**config.mk**
```make
export PLATFORM = sky130hd
export DESIGN_NAME = wb_stream_reader_cfg_mc
export DESIGN_NICKNAME = d
export VERILOG_FILES = /design/src/rtl/wb_stream_reader_cfg_mc.sv
export SDC_FILE = /design/constraint.sdc
export NUM_CORES = 1
export LEC_CHECK = 0
export BUFFER_PORTS_ARGS = -buffer_cell sky130_fd_sc_hd__clkbuf_2
export CAP_MARGIN = 10
export CORE_MARGIN = 2
export CORE_UTILIZATION = 35
export CTS_CLUSTER_DIAMETER = 120
export DETAILED_ROUTE_END_ITERATION = 8
export GPL_TIMING_DRIVEN = 0
export HOLD_SLACK_MARGIN = 0.1
export PLACE_DENSITY = 0.63
export SKIP_LAST_GASP = 1
export SYNTH_ARGS = -nofsm -noshare
export SYNTH_HDL_FRONTEND = slang
export SYNTH_SLANG_ARGS = --single-unit
export TNS_END_PERCENT = 5
```
**constraint.sdc**
```tcl
create_clock -name wb_clk_i -period 3 [get_ports wb_clk_i]
set_clock_uncertainty 0.05 [all_clocks]
set_input_delay 0 -clock wb_clk_i [delete_from_list [all_inputs] [get_ports wb_clk_i]]
set_output_delay 0 -clock wb_clk_i [all_outputs]
set_load 0.02 [all_outputs]
```
**src/rtl/wb_stream_reader_cfg_mc.sv**
```systemverilog
// Wishbone B4 classic configuration and status block for NUM_CH stream reader DMA engines.
// Ports:
//   wb_clk_i, wb_rst_ni             : clock, synchronous active-low reset
//   wb_adr_i/dat_i/sel_i/we_i/cyc_i/stb_i : Wishbone slave request ([7:5] channel, [4:2] register)
//   wb_dat_o/ack_o/err_o            : registered read data, acknowledge, bad-channel error
//   busy, tx_cnt                    : per-channel engine status
//   enable, circular, start_adr, buf_size, burst_size : per-channel configuration
//   irq_ch, irq                     : per-channel masked pending, combined interrupt
module wb_stream_reader_cfg_mc #(
  parameter int unsigned WB_AW          = 32,
  parameter int unsigned WB_DW          = 32,
  parameter int unsigned NUM_CH         = 4,
  parameter int unsigned BUF_SIZE_RST   = 100,
  parameter int unsigned BURST_SIZE_RST = 2,
  parameter int unsigned TX_CNT_SHIFT   = 2
) (
  input  logic                     wb_clk_i,
  input  logic                     wb_rst_ni,
  input  logic [7:0]               wb_adr_i,
  input  logic [WB_DW-1:0]         wb_dat_i,
  input  logic [WB_DW/8-1:0]       wb_sel_i,
  input  logic                     wb_we_i,
  input  logic                     wb_cyc_i,
  input  logic                     wb_stb_i,
  output logic [WB_DW-1:0]         wb_dat_o,
  output logic                     wb_ack_o,
  output logic                     wb_err_o,
  input  logic [NUM_CH-1:0]        busy,
  input  logic [NUM_CH*WB_DW-1:0]  tx_cnt,
  output logic [NUM_CH-1:0]        enable,
  output logic [NUM_CH-1:0]        circular,
  output logic [NUM_CH*WB_AW-1:0]  start_adr,
  output logic [NUM_CH*WB_AW-1:0]  buf_size,
  output logic [NUM_CH*WB_AW-1:0]  burst_size,
  output logic [NUM_CH-1:0]        irq_ch,
  output logic                     irq
);

  localparam int unsigned SW = WB_DW / 8;

  logic [NUM_CH-1:0] r_enable, r_circular, r_pending, r_int_en, r_busy, r_irq_ch;
  logic [WB_AW-1:0]  r_start_adr  [NUM_CH];
  logic [WB_AW-1:0]  r_buf_size   [NUM_CH];
  logic [WB_AW-1:0]  r_burst_size [NUM_CH];
  logic [WB_DW-1:0]  r_dat;
  logic              r_ack, r_err, r_irq;

  logic              w_req, w_bad;
  logic [2:0]        w_ch, w_reg;
  logic [NUM_CH-1:0] w_wr, w_ctrl_wr, w_start, w_abort, w_w1c, w_fall;
  logic [WB_DW-1:0]  w_rdata;
  logic              w_unused;

  // Request decode: a new request is only seen once the previous ack/err has retired
  assign w_req    = wb_cyc_i & wb_stb_i & ~r_ack & ~r_err;
  assign w_ch     = wb_adr_i[7:5];
  assign w_reg    = wb_adr_i[4:2];
  assign w_bad    = 32'(w_ch) >= NUM_CH;
  assign w_fall   = r_busy & ~busy;
  assign w_unused = ^wb_adr_i[1:0];

  // Per-channel write strobes; CTRL fields only act when byte lane 0 is selected
  always_comb begin
    w_wr      = '0;
    w_ctrl_wr = '0;
    for (int unsigned i = 0; i < NUM_CH; i++) begin
      w_wr[i]      = w_req & ~w_bad & wb_we_i & (w_ch == 3'(i));
      w_ctrl_wr[i] = w_wr[i] & (w_reg == 3'd0) & wb_sel_i[0];
    end
    w_start = w_ctrl_wr & {NUM_CH{wb_dat_i[0]}};
    w_w1c   = w_ctrl_wr & {NUM_CH{wb_dat_i[1]}};
    w_abort = w_ctrl_wr & {NUM_CH{wb_dat_i[3]}};
  end

  // Byte-lane merge into an address-type register; bits above WB_DW are cleared
  function automatic logic [WB_AW-1:0] f_merge(input logic [WB_AW-1:0] old,
                                                 input logic [WB_DW-1:0] dat,
                                                 input logic [SW-1:0]    sel);
    logic [WB_DW-1:0] v;
    v = WB_DW'(old);
    for (int unsigned b = 0; b < SW; b++)
      if (sel[b]) v[8*b +: 8] = dat[8*b +: 8];
    return WB_AW'(v);
  endfunction

  // Read mux; an out-of-range channel matches nothing and returns zero
  always_comb begin
    w_rdata = '0;
    for (int unsigned i = 0; i < NUM_CH; i++) begin
      if (w_ch == 3'(i)) begin
        case (w_reg)
          3'd0:    w_rdata = WB_DW'({r_enable[i], r_circular[i], r_pending[i], busy[i]});
          3'd1:    w_rdata = WB_DW'(r_start_adr[i]);
          3'd2:    w_rdata = WB_DW'(r_buf_size[i]);
          3'd3:    w_rdata = WB_DW'(r_burst_size[i]);
          3'd4:    w_rdata = WB_DW'(tx_cnt[i*WB_DW +: WB_DW] << TX_CNT_SHIFT);
          3'd5:    w_rdata = WB_DW'(r_int_en[i]);
          default: w_rdata = '0;
        endcase
      end
    end
  end

  always_ff @(posedge wb_clk_i) begin
    if (!wb_rst_ni) begin
      r_enable   <= '0;
      r_circular <= '0;
      r_pending  <= '0;
      r_int_en   <= '1;
      r_busy     <= '0;
      r_irq_ch   <= '0;
      r_irq      <= 1'b0;
      r_dat      <= '0;
      r_ack      <= 1'b0;
      r_err      <= 1'b0;
      for (int unsigned i = 0; i < NUM_CH; i++) begin
        r_start_adr[i]  <= '0;
        r_buf_size[i]   <= WB_AW'(BUF_SIZE_RST);
        r_burst_size[i] <= WB_AW'(BURST_SIZE_RST);
      end
    end else begin
      r_ack    <= w_req & ~w_bad;
      r_err    <= w_req & w_bad;
      if (w_req) r_dat <= w_rdata;
      r_busy   <= busy;
      r_irq_ch <= r_pending & r_int_en;
      r_irq    <= |r_irq_ch;
      for (int unsigned i = 0; i < NUM_CH; i++) begin
        // Later assignments win: completion < start < abort; W1C < completion set
        if (w_fall[i] & ~r_circular[i]) r_enable[i] <= 1'b0;
        if (w_start[i])                 r_enable[i] <= 1'b1;
        if (w_abort[i])                 r_enable[i] <= 1'b0;
        if (w_w1c[i])                   r_pending[i] <= 1'b0;
        if (w_fall[i])                  r_pending[i] <= 1'b1;
        if (w_ctrl_wr[i])               r_circular[i] <= wb_dat_i[2];
        if (w_wr[i] && (w_reg == 3'd5) && wb_sel_i[0]) r_int_en[i] <= wb_dat_i[0];
        // Buffer configuration is locked while the engine is busy
        if (w_wr[i] && !busy[i]) begin
          case (w_reg)
            3'd1:    r_start_adr[i]  <= f_merge(r_start_adr[i],  wb_dat_i, wb_sel_i);
            3'd2:    r_buf_size[i]   <= f_merge(r_buf_size[i],   wb_dat_i, wb_sel_i);
            3'd3:    r_burst_size[i] <= f_merge(r_burst_size[i], wb_dat_i, wb_sel_i);
            default: ;
          endcase
        end
      end
    end
  end

  assign wb_dat_o = r_dat;
  assign wb_ack_o = r_ack;
  assign wb_err_o = r_err;
  assign enable   = r_enable;
  assign circular = r_circular;
  assign irq_ch   = r_irq_ch;
  assign irq      = r_irq;

  for (genvar g = 0; g < NUM_CH; g++) begin : g_pack
    assign start_adr[g*WB_AW +: WB_AW]  = r_start_adr[g];
    assign buf_size[g*WB_AW +: WB_AW]   = r_buf_size[g];
    assign burst_size[g*WB_AW +: WB_AW] = r_burst_size[g];
  end

endmodule

```
==> out/summary.txt <==
FLOORPLANNING
------------------------------------------------------------------------------------------------------
Die height ..............................................................................       252 um
Number of placed I/O pins ...............................................................          612
Chip Width ..............................................................................       252 um
Placeable Area ..........................................................................   0.0606 mm2
DIE AREA ................................................................................   0.0635 mm2
Number of cell rows .....................................................................           90
Effective utilization at floorplan ......................................................        35.5%

CTS
------------------------------------------------------------------------------------------------------
Clock Path Buffers ......................................................................            3
H-tree levels ...........................................................................            2
Clock transition at the register clock pins on the worst setup and hold paths after CTS .      0.06 ns
Root buffer cell ........................................................................    clkbuf_16
TritonCTS clock tree ....................................................................          yes
Number of buffers created by CTS ........................................................           51
Clock Sink Count ........................................................................          443
Worst-skew pair later-pin latency .......................................................      0.61 ns

WORST HOLD PATH
------------------------------------------------------------------------------------------------------
Class of the worst hold path ............................................................    in -> reg

YOSYS
------------------------------------------------------------------------------------------------------
Area share of the leading cell type in the synthesized netlist ..........................        53.6%
Mapped cell area ........................................................................   0.0215 mm2
Number of enable-type register cells in the synthesized netlist .........................          384
Share of async-settable or async-resettable flops after synthesis .......................           0%
Cell type contributing the most total cell area after synthesis .........................     edfxtp_1
Flop and latch count out of synthesis ...................................................          443
Warnings from Yosys .....................................................................            0
Total nets after synthesis ..............................................................         2003
Register area share after synthesis .....................................................        59.1%
Mean instance size in the synthesized netlist ...........................................     11.8 um2
Most frequent cell after synthesis ......................................................     edfxtp_1
Yosys cell types ........................................................................           61
Commonest register cell after synthesis .................................................     edfxtp_1
Largest cells by area after synthesis ................................................... edfxtp_1, and2_1, dfxtp_1
Post-Syn Instances ......................................................................         1822
Cell types with the highest counts after synthesis ...................................... edfxtp_1, and2_1, nand2_1, clkbuf_1, a22oi_1

LAYOUT
------------------------------------------------------------------------------------------------------
Layout cells sized above 1 ..............................................................        30.6%
Synthesis-to-finish area growth .........................................................        33.2%
Number of nets in the final layout ......................................................         2803
Fillers .................................................................................         5715
Share of the core filled with cells .....................................................        47.3%
Non-filler instance count after layout ..................................................         3446

TIMING
------------------------------------------------------------------------------------------------------
Highest clock rate ......................................................................      298 MHz
Final Cycle Share .......................................................................         112%
Number of max-slew violations in the final report .......................................            0
Worst slew slack as a fraction of its limit .............................................        9.07%
Final Hold Slack ........................................................................     0.138 ns
Minimum clock period ....................................................................      3.35 ns
Hold violation count in the final report ................................................            0
Count of final setup violators ..........................................................          277
RSZ-0062 raised after global routing ....................................................         true
Transition at the pin with the smallest max-transition slack ............................      1.36 ns
Final critical-path setup slack .........................................................    -0.350 ns

WORST SETUP PATH
------------------------------------------------------------------------------------------------------
CP peak stage delay .....................................................................      0.74 ns
Most numerous cell on the critical path .................................................        buf_2
Critical path data arrival time .........................................................      3.79 ns
Register-to-register path setup slack ...................................................     -0.34 ns
Slowest cell on the critical path .......................................................     clkbuf_1
CP Data Required Time ...................................................................      3.44 ns
Cells traversed along the worst timing path ............................................. clkbuf_2, buf_2, buf_2, buf_1, clkbuf_1, o22ai_1, a22oi_1, o221ai_1, dlygate4sd3_1
Path type of the worst setup path .......................................................    in -> reg
Maximum fanout along the worst path .....................................................           10
Type of origin of the critical path .....................................................   input port
Crit. End Element .......................................................................    flip-flop

DRT
------------------------------------------------------------------------------------------------------
Detail-routed net length per standard cell ..............................................      36.7 um
First DRT Iteration DRCs ................................................................         3096
Total wire length after detailed routing ................................................    126000 um
DRT Pass-1 Iters ........................................................................            7
Total vias in the final route ...........................................................        20700
Post-route DRC ..........................................................................            0
Via density .............................................................................         6.01
ANT nets after route ....................................................................            0

POWER AND IR DROP
------------------------------------------------------------------------------------------------------
Pwr Total ...............................................................................     0.0151 W
Leakage power of the design .............................................................      12.0 nW
Worst supply voltage drop on vdd ........................................................       446 uV
Pwr/cell area ...........................................................................   529 mW/mm2

STATUS
------------------------------------------------------------------------------------------------------
Violated checks ......................................................................... negative setup slack
Result of the run ....................................................................... complete, but fails checks

PLACED DESIGN
------------------------------------------------------------------------------------------------------
Input/output buffers ....................................................................          598
RD Place Congestion .....................................................................         1.00
Estimated wirelength of the detail-placed design ........................................     95400 um
DP Worst Slack ..........................................................................     -1.40 ns
Count of placed standard cells including taps ...........................................         3203

GRT
------------------------------------------------------------------------------------------------------
Number of antenna violations at the first check in global routing .......................           10
Sum of overflow across all layers after global routing ..................................            0
Maximum number of pins on one net before global-route repair ............................           14
Total routing resource utilization after global routing .................................        38.5%
Wire length of the first global-routing pass ............................................    166000 um
Vias in the first global route ..........................................................        19900

JOB
------------------------------------------------------------------------------------------------------
Max-cap check violation count ...........................................................            0

worst max-delay path: cells and delay by family:
kind	cells	cell delay, ns
AOI/OAI and AO/OA	3	0.93
buffers and inverters	6	2.85
cells in the final DEF, fill, tap and decap left out, types with 52 or more instances in the layout:
cell type      count
clkbuf_2         607
edfxtp_1         384
and2_1           368
nand2_1          148
clkbuf_1         141
dlygate4sd3_1    139
a22oi_1           87
a21oi_1           68
o21ai_0           62
mux2i_1           61
dfxtp_1           59
mux2_2            57
clkbuf_16         52
metal layers:
layer	part of all wire, %	global-route usage, %	vias to the layer above	routed length [um]
met5	0.010	0	-	13
met3	13	11.3	366	15900
met4	6.4	20.9	2	8060
met2	45	60.8	1761	57000
li1	-	-	8308	-
met1	36	47.5	10300	45300
what timing repair did:
action,4_1_cts,5_1_grt
resized for setup,16,2
endpoints found under the hold margin,274,0
endpoints found under the setup margin,554,344
setup buffers,6,4
hold buffers,139,0
pin swaps,6,2
power breakdown:
| group | leakage (nW) | internal, W | switching [W] | total, W |
|---|---|---|---|---|
| registers | 4.52 | 0.00684 | 0.000141 | 0.00698 |
| logic | 6.73 | 0.000555 | 0.00133 | 0.00188 |
| clock network | 0.770 | 0.00357 | 0.00271 | 0.00628 |
flip-flops by register name (all words and copies together), names as in the netlist, 4 cells and up:
| register | count |
|---|---|
| irq_ch | 4 |
| r_burst_size | 128 |
| enable | 4 |
| circular | 4 |
| r_buf_size | 128 |
| r_busy | 4 |
| r_start_adr | 128 |
| r_pending | 4 |
| wb_dat_o | 32 |
| r_int_en | 4 |
cell type report:
| type | instances | area [um2] | area share [%] |
|---|---|---|---|
| well taps | 782 | 978 | 3.42 |
| clock inverters | 20 | 221 | 0.773 |
| repair buffers | 749 | 4480 | 15.6 |
| inverters | 4 | 15.0 | 0.0524 |
| multi-input cells | 1192 | 8080 | 28.2 |
| plain buffers | 181 | 761 | 2.66 |
| flip-flops and latches | 443 | 12700 | 44.4 |
| clock buffers | 70 | 1390 | 4.85 |
| diodes | 5 | 12.5 | 0.0437 |
worst paths after layout:
check	endpoint	cells after the start	startpoint
worst max-delay path	wb_dat_o[3]	9	wb_adr_i[2]
worst min-delay path	wb_dat_o[17]	5	tx_cnt[47]
worst max register to register	wb_dat_o[4]	6	wb_ack_o
worst min register to register	r_pending[1]	2	r_busy[1]
logic make-up after synthesis:
group,count (synthesis),synth area share [%]
and+or+nand+nor,683,18.0
buffers and inverters,187,3.61
DFF,443,59.1
muxes,127,6.77
AOI/OAI and AO/OA,382,12.5
stage by stage:
stage          cell area (um2)  TNS (ns)
3_3_place_gp             25500   -278.21
3_5_place_dp             25500   -314.27
4_1_cts                  28600    -21.76
6_report                 28600    -35.50
5_1_grt                  28600    -37.61
2_1_floorplan            21500         0
Power figures use the tool's default switching activity.
